File: src/rtl/id_stage_pipe.sv
// RV32I decode stage: operand forwarding, immediate generation, load-use stalls and an ID/EX
// output register. Define ID_ILLEGAL_CHK_EN to enable illegal-instruction detection on illegal_o.
module id_stage_pipe #(
  parameter int XLEN    = 32,
  parameter int NUM_FWD = 2,
  parameter int CNT_W   = 16
) (
  input  logic                    clk,
  input  logic                    rst,
  input  logic                    flush_i,
  input  logic                    in_valid_i,
  output logic                    in_ready_o,
  input  logic [31:0]             inst_i,
  input  logic [XLEN-1:0]         instaddr_i,
  output logic [4:0]              rs1_addr_o,
  output logic [4:0]              rs2_addr_o,
  output logic                    rs1_read_o,
  output logic                    rs2_read_o,
  input  logic [XLEN-1:0]         rs1_data_i,
  input  logic [XLEN-1:0]         rs2_data_i,
  input  logic [NUM_FWD-1:0]      fwd_wen_i,
  input  logic [5*NUM_FWD-1:0]    fwd_addr_i,
  input  logic [XLEN*NUM_FWD-1:0] fwd_data_i,
  input  logic                    ex_load_i,
  input  logic [4:0]              ex_rd_i,
  output logic                    out_valid_o,
  input  logic                    out_ready_i,
  output logic [31:0]             inst_o,
  output logic [XLEN-1:0]         instaddr_o,
  output logic [XLEN-1:0]         op1_o,
  output logic [XLEN-1:0]         op2_o,
  output logic [XLEN-1:0]         imm_o,
  output logic [XLEN-1:0]         src_o,
  output logic [4:0]              rd_addr_o,
  output logic                    regs_wen_o,
  output logic [CNT_W-1:0]        stall_cnt_o,
  output logic                    illegal_o
);

  localparam logic [6:0] OP_IMM    = 7'h13;
  localparam logic [6:0] OP_REG    = 7'h33;
  localparam logic [6:0] OP_LOAD   = 7'h03;
  localparam logic [6:0] OP_STORE  = 7'h23;
  localparam logic [6:0] OP_BRANCH = 7'h63;
  localparam logic [6:0] OP_JAL    = 7'h6F;
  localparam logic [6:0] OP_JALR   = 7'h67;
  localparam logic [6:0] OP_LUI    = 7'h37;
  localparam logic [6:0] OP_AUIPC  = 7'h17;

  logic [6:0]      opcode;
  logic [2:0]      funct3;
  logic [XLEN-1:0] imm_i, imm_s, imm_b, imm_u, imm_j;
  logic [XLEN-1:0] rs1_val, rs2_val;
  logic            rs1_hit, rs2_hit;
  logic [XLEN-1:0] d_op1, d_op2, d_imm, d_src;
  logic            d_wen, d_ill, wen_final, hazard;

  assign opcode     = inst_i[6:0];
  assign funct3     = inst_i[14:12];
  assign rs1_addr_o = inst_i[19:15];
  assign rs2_addr_o = inst_i[24:20];

  assign imm_i = XLEN'($signed(inst_i[31:20]));
  assign imm_s = XLEN'($signed({inst_i[31:25], inst_i[11:7]}));
  assign imm_b = XLEN'($signed({inst_i[31], inst_i[7], inst_i[30:25], inst_i[11:8], 1'b0}));
  assign imm_u = XLEN'($signed({inst_i[31:12], 12'b0}));
  assign imm_j = XLEN'($signed({inst_i[31], inst_i[19:12], inst_i[20], inst_i[30:21], 1'b0}));

  // Lowest-index matching source wins; x0 is hard-wired to zero regardless of forwarding.
  always_comb begin
    rs1_val = rs1_data_i;
    rs2_val = rs2_data_i;
    rs1_hit = 1'b0;
    rs2_hit = 1'b0;
    for (int k = 0; k < NUM_FWD; k++) begin
      if (!rs1_hit && fwd_wen_i[k] && fwd_addr_i[5*k +: 5] == rs1_addr_o) begin
        rs1_val = fwd_data_i[XLEN*k +: XLEN];
        rs1_hit = 1'b1;
      end
      if (!rs2_hit && fwd_wen_i[k] && fwd_addr_i[5*k +: 5] == rs2_addr_o) begin
        rs2_val = fwd_data_i[XLEN*k +: XLEN];
        rs2_hit = 1'b1;
      end
    end
    if (rs1_addr_o == 5'd0) rs1_val = '0;
    if (rs2_addr_o == 5'd0) rs2_val = '0;
  end

  always_comb begin
    rs1_read_o = 1'b0;
    rs2_read_o = 1'b0;
    d_op1      = '0;
    d_op2      = '0;
    d_imm      = '0;
    d_src      = '0;
    d_wen      = 1'b0;
    case (opcode)
      OP_IMM: begin
        rs1_read_o = 1'b1;
        d_op1      = rs1_val;
        d_imm      = imm_i;
        d_op2      = (funct3 == 3'b001 || funct3 == 3'b101) ? XLEN'(inst_i[24:20]) : imm_i;
        d_wen      = 1'b1;
      end
      OP_REG: begin
        rs1_read_o = 1'b1;
        rs2_read_o = 1'b1;
        d_op1      = rs1_val;
        d_op2      = rs2_val;
        d_wen      = 1'b1;
      end
      OP_LOAD: begin
        rs1_read_o = 1'b1;
        d_op1      = rs1_val;
        d_op2      = imm_i;
        d_imm      = imm_i;
        d_wen      = 1'b1;
      end
      OP_STORE: begin
        rs1_read_o = 1'b1;
        rs2_read_o = 1'b1;
        d_op1      = rs1_val;
        d_op2      = imm_s;
        d_imm      = imm_s;
        d_src      = rs2_val;
      end
      OP_BRANCH: begin
        rs1_read_o = 1'b1;
        rs2_read_o = 1'b1;
        d_op1      = rs1_val;
        d_op2      = rs2_val;
        d_imm      = imm_b;
      end
      OP_JAL: begin
        d_op1 = instaddr_i;
        d_op2 = XLEN'(32'd4);
        d_imm = imm_j;
        d_wen = 1'b1;
      end
      OP_JALR: begin
        rs1_read_o = 1'b1;
        d_op1      = instaddr_i;
        d_op2      = XLEN'(32'd4);
        d_imm      = imm_i;
        d_src      = rs1_val;
        d_wen      = 1'b1;
      end
      OP_LUI: begin
        d_op1 = imm_u;
        d_imm = imm_u;
        d_wen = 1'b1;
      end
      OP_AUIPC: begin
        d_op1 = instaddr_i;
        d_op2 = imm_u;
        d_imm = imm_u;
        d_wen = 1'b1;
      end
      default: ;
    endcase
  end

`ifdef ID_ILLEGAL_CHK_EN
  logic [6:0] funct7;
  assign funct7 = inst_i[31:25];

  always_comb begin
    d_ill = 1'b0;
    case (opcode)
      OP_IMM:
        if ((funct3 == 3'b001 && funct7 != 7'h00) ||
            (funct3 == 3'b101 && funct7 != 7'h00 && funct7 != 7'h20)) d_ill = 1'b1;
      OP_REG:
        if (!(funct7 == 7'h00 ||
              (funct7 == 7'h20 && (funct3 == 3'b000 || funct3 == 3'b101)))) d_ill = 1'b1;
      OP_LOAD:
        if (funct3 == 3'b011 || funct3 == 3'b110 || funct3 == 3'b111) d_ill = 1'b1;
      OP_STORE:
        if (funct3 > 3'b010) d_ill = 1'b1;
      OP_BRANCH:
        if (funct3 == 3'b010 || funct3 == 3'b011) d_ill = 1'b1;
      OP_JALR:
        if (funct3 != 3'b000) d_ill = 1'b1;
      OP_JAL, OP_LUI, OP_AUIPC: ;
      default: d_ill = 1'b1;
    endcase
  end

  always_ff @(posedge clk) begin
    if (rst) illegal_o <= 1'b0;
    else if (!flush_i && in_valid_i && in_ready_o) illegal_o <= d_ill;
  end
`else
  assign d_ill     = 1'b0;
  assign illegal_o = 1'b0;
`endif

  assign wen_final = d_wen & ~d_ill;

  assign hazard = ex_load_i && (ex_rd_i != 5'd0) &&
                  ((rs1_read_o && rs1_addr_o == ex_rd_i) || (rs2_read_o && rs2_addr_o == ex_rd_i));

  // Handshake: a transfer happens on an edge where valid and ready are both high; the ID/EX
  // register holds every field while out_valid_o is high and out_ready_i is low.
  assign in_ready_o = (!out_valid_o || out_ready_i) && !hazard && !flush_i;

  always_ff @(posedge clk) begin
    if (rst) begin
      out_valid_o <= 1'b0;
      inst_o      <= '0;
      instaddr_o  <= '0;
      op1_o       <= '0;
      op2_o       <= '0;
      imm_o       <= '0;
      src_o       <= '0;
      rd_addr_o   <= '0;
      regs_wen_o  <= 1'b0;
    end else if (flush_i) begin
      out_valid_o <= 1'b0;
    end else if (in_valid_i && in_ready_o) begin
      out_valid_o <= 1'b1;
      inst_o      <= inst_i;
      instaddr_o  <= instaddr_i;
      op1_o       <= d_op1;
      op2_o       <= d_op2;
      imm_o       <= d_imm;
      src_o       <= d_src;
      rd_addr_o   <= wen_final ? inst_i[11:7] : 5'd0;
      regs_wen_o  <= wen_final;
    end else if (out_ready_i) begin
      out_valid_o <= 1'b0;
    end
  end

  always_ff @(posedge clk) begin
    if (rst) stall_cnt_o <= '0;
    else if (in_valid_i && hazard && stall_cnt_o != '1) stall_cnt_o <= stall_cnt_o + CNT_W'(1);
  end

endmodule
File: config.mk
export PLATFORM = sky130hd
export DESIGN_NAME = id_stage_pipe
export DESIGN_NICKNAME = d
export VERILOG_FILES = /design/src/rtl/id_stage_pipe.sv
export SDC_FILE = /design/constraint.sdc
export NUM_CORES = 1
export LEC_CHECK = 0
export BUFFER_PORTS_ARGS = -buffer_cell sky130_fd_sc_hd__buf_2
export CORE_AREA = 4 4 171 173
export CTS_BUF_LIST = sky130_fd_sc_hd__clkbuf_8
export CTS_CLUSTER_DIAMETER = 200
export CTS_CLUSTER_SIZE = 20
export DETAILED_ROUTE_END_ITERATION = 16
export DIE_AREA = 0 0 175 177
export PLACE_DENSITY_LB_ADDON = 0.05
export SYNTH_ARGS = -nofsm -noshare
export SYNTH_HDL_FRONTEND = slang
export SYNTH_SLANG_ARGS = --single-unit
File: constraint.sdc
create_clock -name clk -period 3.75 [get_ports clk]
set_input_delay 0.5625 -clock clk [delete_from_list [all_inputs] [get_ports clk]]
set_output_delay 0.5625 -clock clk [all_outputs]
set_load 0.02 [all_outputs]
# After elaboration in Yosys (flattened, before gate mapping)
# Index checks and enable logic that the tools add are counted.
[totals]
reg_bits = 215
latchBits = 0
ramBits = 0
rom_bits = 0
in_bits = 215
out_inout_bits = 229
elab_cells = 87
mem_count = 0
[op_classes]
addsub = 1
n_mul = 0
n_div = 0
magnitude_cmp = 0
n_eq_ne = 18
shift = 0
n_mux = 19
bitwise_logic = 1
reduce_logical = 38
[op_table]
columns = ["operator", "n"]
rows = [
  ["32-bit 2-to-1 mux", 7],
  ["32-bit one-hot mux with 6 select lines", 1],
  ["32-bit one-hot mux with 5 select lines", 1],
  ["32-bit one-hot mux with 3 select lines", 1],
  ["32-bit one-hot mux with 2 select lines", 1],
  ["5-bit == test", 6],
  ["7-bit by 6-bit == test with 1-bit output, second input constant", 3],
  ["7-bit == test, second input constant", 3],
  ["16-bit by 1-bit adder with 16-bit output, second input constant", 1],
  ["16-bit != test, second input constant", 1],
  ["1-bit logical AND", 15],
  ["7-bit by 5-bit == test with 1-bit output, second input constant", 2],
  ["5-bit zero test", 2],
  ["3-bit OR reduction", 3],
  ["2-bit OR reduction", 4],
  ["7-bit by 2-bit == test with 1-bit output, second input constant", 1],
  ["1-bit 2-to-1 mux", 7],
  ["7-bit OR reduction", 1],
  ["6-bit OR reduction", 1],
  ["1-bit zero test", 5],
  ["5-bit 2-to-1 mux", 1],
  ["5-bit nonzero test", 1],
  ["5-bit OR reduction", 1],
  ["3-bit by 1-bit == test with 1-bit output, second input constant", 1],
  ["other kinds (5)", 7],
]

# Logic depth before layout (Yosys ltp)
[logic_depth]
word_depth = 11
mapped_depth = 11
depth_no_buf = 7

# Worst setup path before layout
# Ideal clock, no wire load.
[synth_timing]
kind = "input -> register"
from = "input port inst_i[2]"
to = "register imm_o[21]"
setup_time_ps = 120
arrival_time_ps = 2679
required_time_ps = 3630
setup_slack_ps = 952
stages = 9
cell_sequence = "clkbuf_1 -> or2_2 -> a21oi_1 -> nand3_2 -> and4_4 -> buf_6 -> and4b_4 -> buf_6 -> a211o_1"
[synth_via]
elab_chain_len = 11
elab_cells_between_ends = 25
[synth_rtl]
columns = ["item", "line", "source"]
rows = [
  ["start: declaration", "13", "input logic [31:0] inst_i,"],
  ["7-bit == test (tied with other cells)", "97", "case (opcode)"],
  ["6-bit OR reduction (no line) *", "n/a", ""],
  ["1-bit 2-to-1 mux *", "97", ""],
  ["via rs1_read_o", "17", "output logic rs1_read_o,"],
  ["1-bit logical AND *", "201", "((rs1_read_o && rs1_addr_o == ex_rd_i) || (rs2_read_o && rs2_addr_o == ex_rd_i));"],
  ["1-bit logical OR *", "201", ""],
  ["1-bit logical AND *", "200", "assign hazard = ex_load_i && (ex_rd_i != 5'd0) &&"],
  ["1-bit zero test *", "205", "assign in_ready_o = (!out_valid_o || out_ready_i) && !hazard && !flush_i;"],
  ["1-bit logical AND * (2 in a row)", "205", ""],
  ["1-bit logical AND *", "220", "end else if (in_valid_i && in_ready_o) begin"],
  ["2-bit AND reduction (no line) *", "n/a", ""],
  ["end signal: assignment", "226", "imm_o <= d_imm;"],
  ["end: declaration", "32", "output logic [XLEN-1:0] imm_o,"],
]
# Mark *: on every way through the listed nets, which the timed path passes. The rest lies on a longest branch.
# A chain may end at the register's enable or synchronous reset.

# Worst setup path after layout
[layout_timing]
from = "input port inst_i[5]"
to = "output port in_ready_o"
[layout_via]
elab_chain_len = 9
elab_cells_between_ends = 17
[layout_rtl]
columns = ["item", "line", "source"]
rows = [
  ["7-bit == test (tied with other cells)", "97", ""],
  ["6-bit OR reduction (no line) / 3-bit OR reduction (equally long branches)", "n/a", ""],
  ["1-bit 2-to-1 mux", "97", ""],
  ["1-bit logical AND", "201", ""],
  ["1-bit logical OR *", "201", ""],
  ["1-bit logical AND *", "200", ""],
  ["1-bit zero test *", "205", ""],
  ["1-bit logical AND * (2 in a row)", "205", ""],
  ["end: declaration", "12", "output logic in_ready_o,"],
]
# Every way passes the cells marked *; elsewhere a longest branch is shown, timed or not.

==> summary.txt <==
Clocking
  • CTS Sinks: 215
  • CTS clk-pin slew, worst paths: 0.12 ns
  • CTS tree: yes
  • Cts repair resizes: 0
  • Postcts setup bufs: 0
  • CTS Root Buffer Type: clkbuf_8
  • Max Buffers Root-to-Sink: 3
  • H-Tree Depth: 1
  • CTS Hold Buffers Added: 0
  • Clk_lat worst skew: 0.56 ns
  • CTS Buf Count: 14

Routing
  • Via density: 6.18
  • Residual DRC: 0
  • Routed Antenna Nets: 0
  • Drt wl/cell: 25.9 um
  • Initial drt markers: 1612
  • DRT Pass-1 Iters: 6
  • Drt total wl: 55400 um
  • Routed vias: 13200

Cells and area
  • Area grow syn2layout: 22.9%
  • # fillers: 2798
  • Final #Nets: 1967
  • Share of cells above drive strength 1: 31.7%
  • Final core utilization: 50.8%
  • Most frequent cells in the layout: buf_2 (441), dfxtp_1 (215), nand2_1 (207)
  • Commonest non-fill, non-tap cell in the layout: buf_2

Place
  • DP Worst Slack: 0.453 ns
  • Port bufs: 442
  • Final HPWL DP: 39900 um
  • GPL Wtd Cong: 0.891

Setup path
  • CP startpoint: inst_i[5]
  • Worst R2R Path Depth: 8
  • CP required: 3.19 ns
  • Worst setup path class: in -> out
  • Launch point of the worst reg-to-reg path: stall_cnt_o[0]
  • R2r setup slk: 1.21 ns
  • Type of origin of the critical path: input port
  • Crit. End Element: output pin
  • R2R Path End: stall_cnt_o[10]
  • Crit-path max FO: 12
  • Critical path data arrival time: 2.45 ns

Flow run
  • Max-cap violations: 0

Timing
  • Final setup skew: 0.0478 ns
  • Setup Viol. Count Final: 0
  • Final critical-path required period: 3.01 ns
  • Fmax: 0.332 GHz
  • RSZ-0062 raised after global routing: no
  • Fin. max-slew vios: 0
  • Slew headroom: 27.4%
  • Hold Slack: 0.230 ns
  • Final Hold Viols: 0
  • Tcrit/Tclk final: 80.4%
  • Final setup TNS: 0 ns
  • Least-Margin Pin Slew: 1.09 ns
  • PnR worst setup slack: 0.736 ns

Yosys
  • Mapped Area: 11400 um2
  • Sequential-to-total area share from yosys stat: 37.7%
  • Mapped Cells: 1405
  • Synth Flop Type: dfxtp_1
  • Async set or reset register ratio after synthesis: 0%
  • Largest area contributor in the netlist: dfxtp_1
  • Synth top area share: 37.7%
  • Avg Cell Area, Syn: 8.12 um2
  • Post-synthesis register bit count: 215
  • Synth Warn #: 0
  • Syn_nets: 1621
  • Synth area leaders: dfxtp_1 (38%), nand2_1 (6.8%), a21oi_1 (4.6%), o2bb2ai_1 (4.3%), nor2_1 (3.0%)
  • Netlist cell types: 69
  • Post-synth EDFFs: 0

Outcome
  • Status: complete, no violations

Global route
  • Largest net degree at the start of global routing: 130
  • Total GRT Usage: 33.8%
  • Initial antenna violation count: 14
  • Vias in the first global route: 12600
  • Global-route wire length before repair: 81000 um
  • Total gr overflow: 0

Worst hold path
  • HP Class: in -> reg
  • Hold_sp: flush_i
  • Hold Crit Endpoint: out_valid_o
  • Cells on Worst Hold Path: 2

Floorplan
  • Die X: 175 um
  • Initial Util: 41.3%
  • Die area: 31000 um2
  • Core Area: 27600 um2
  • Chip Height: 177 um
  • FP Rows: 61
  • Io pins: 444

Pwr
  • Worst vdd ir: 0.405 mV
  • Leakage: 6.07 nW
  • Power Density: 318 nW/um2
[worst max path at each step]
| stage | end | slack [ns] | depth (start not counted) |
|---|---|---|---|
| after global placement | imm_o[18] | 0.60 | 8 |
| after global routing | in_ready_o | 0.70 | 6 |
| after detailed placement | op2_o[1] | 0.45 | 8 |
| after floorplan | imm_o[21] | 0.95 | 9 |
| after CTS | in_ready_o | 0.77 | 6 |
| final | in_ready_o | 0.74 | 6 |
[report_power, final]
group	switching [W]	internal [W]	leakage, nW
clock network	0.000805	0.000368	0.108
registers	0.0000337	0.00234	1.75
logic	0.000619	0.000290	4.22
[synthesized netlist by cell type (26+ instances only)]
cell / number
a21oi_1: 104
a221oi_1: 37
a31oi_1: 31
buf_2: 45
clkbuf_1: 81
dfxtp_1: 215
nand2_1: 207
nand3_1: 26
nand4_1: 30
nor2_1: 91
nor3_1: 42
o21ai_0: 62
o2bb2ai_1: 56
xnor2_1: 33
[metal layers]
layer  GRT usage [%]  share of wire (%)  vias up
met3            7.67                 10      147
met1            43.2                 40     6338
li1                -                  -     5902
met5               0                  0        -
met4            17.3                5.4        0
met2            53.8                 45      839
[per-stage QoR]
| stage | cell area (um2) | instances | power, W |
|---|---|---|---|
| after floorplan | 11400 | 1405 | 0.00289 |
| after global placement | 13800 | 2113 | 0.00331 |
| after detailed placement | 13800 | 2113 | 0.00332 |
| after CTS | 14000 | 2129 | 0.00446 |
| after global routing | 14000 | 2141 | 0.00461 |
| final | 14000 | 2141 | 0.00446 |
[flip-flops by register name (all words and copies together), names as in the netlist]
name,count
imm_o,32
inst_o,32
stall_cnt_o,16
regs_wen_o,1
out_valid_o,1
instaddr_o,32
op2_o,32
src_o,32
op1_o,32
rd_addr_o,5
[worst max-delay path: stages]
cell and delay (ns):
buf_2 0.25, nor2b_1 0.32, nand3_2 0.11, or4_1 0.75
and3_1 0.29, buf_2 0.16
[logic make-up (layout without fill, tap and decap cells)]
group | after synthesis | count (layout) | synth area share (%)
AOI/OAI and AO/OA | 467 | 467 | 29.3
muxes | 25 | 25 | 2.46
other | 1 | 13 | 0.0329
adders and majority gates | 1 | 1 | 0.110
DFF | 215 | 215 | 37.7
xor gates and xnor gates | 39 | 39 | 2.99
and+or+nand+nor | 490 | 490 | 20.6
buffers and inverters | 167 | 513 | 6.75
[final cells by class]
| cell class | count | area (um2) | area share [%] |
|---|---|---|---|
| clock buffer | 15 | 206 | 1.47 |
| inverter | 13 | 48.8 | 0.348 |
| clock inverter | 1 | 7.51 | 0.0535 |
| multi-input combinational | 1023 | 6380 | 45.5 |
| tap | 378 | 473 | 3.37 |
| antenna | 12 | 30.0 | 0.214 |
| sequential | 215 | 4300 | 30.7 |
| timing repair buffer | 484 | 2580 | 18.4 |
Note: power is estimated with default switching activity, not from simulation.
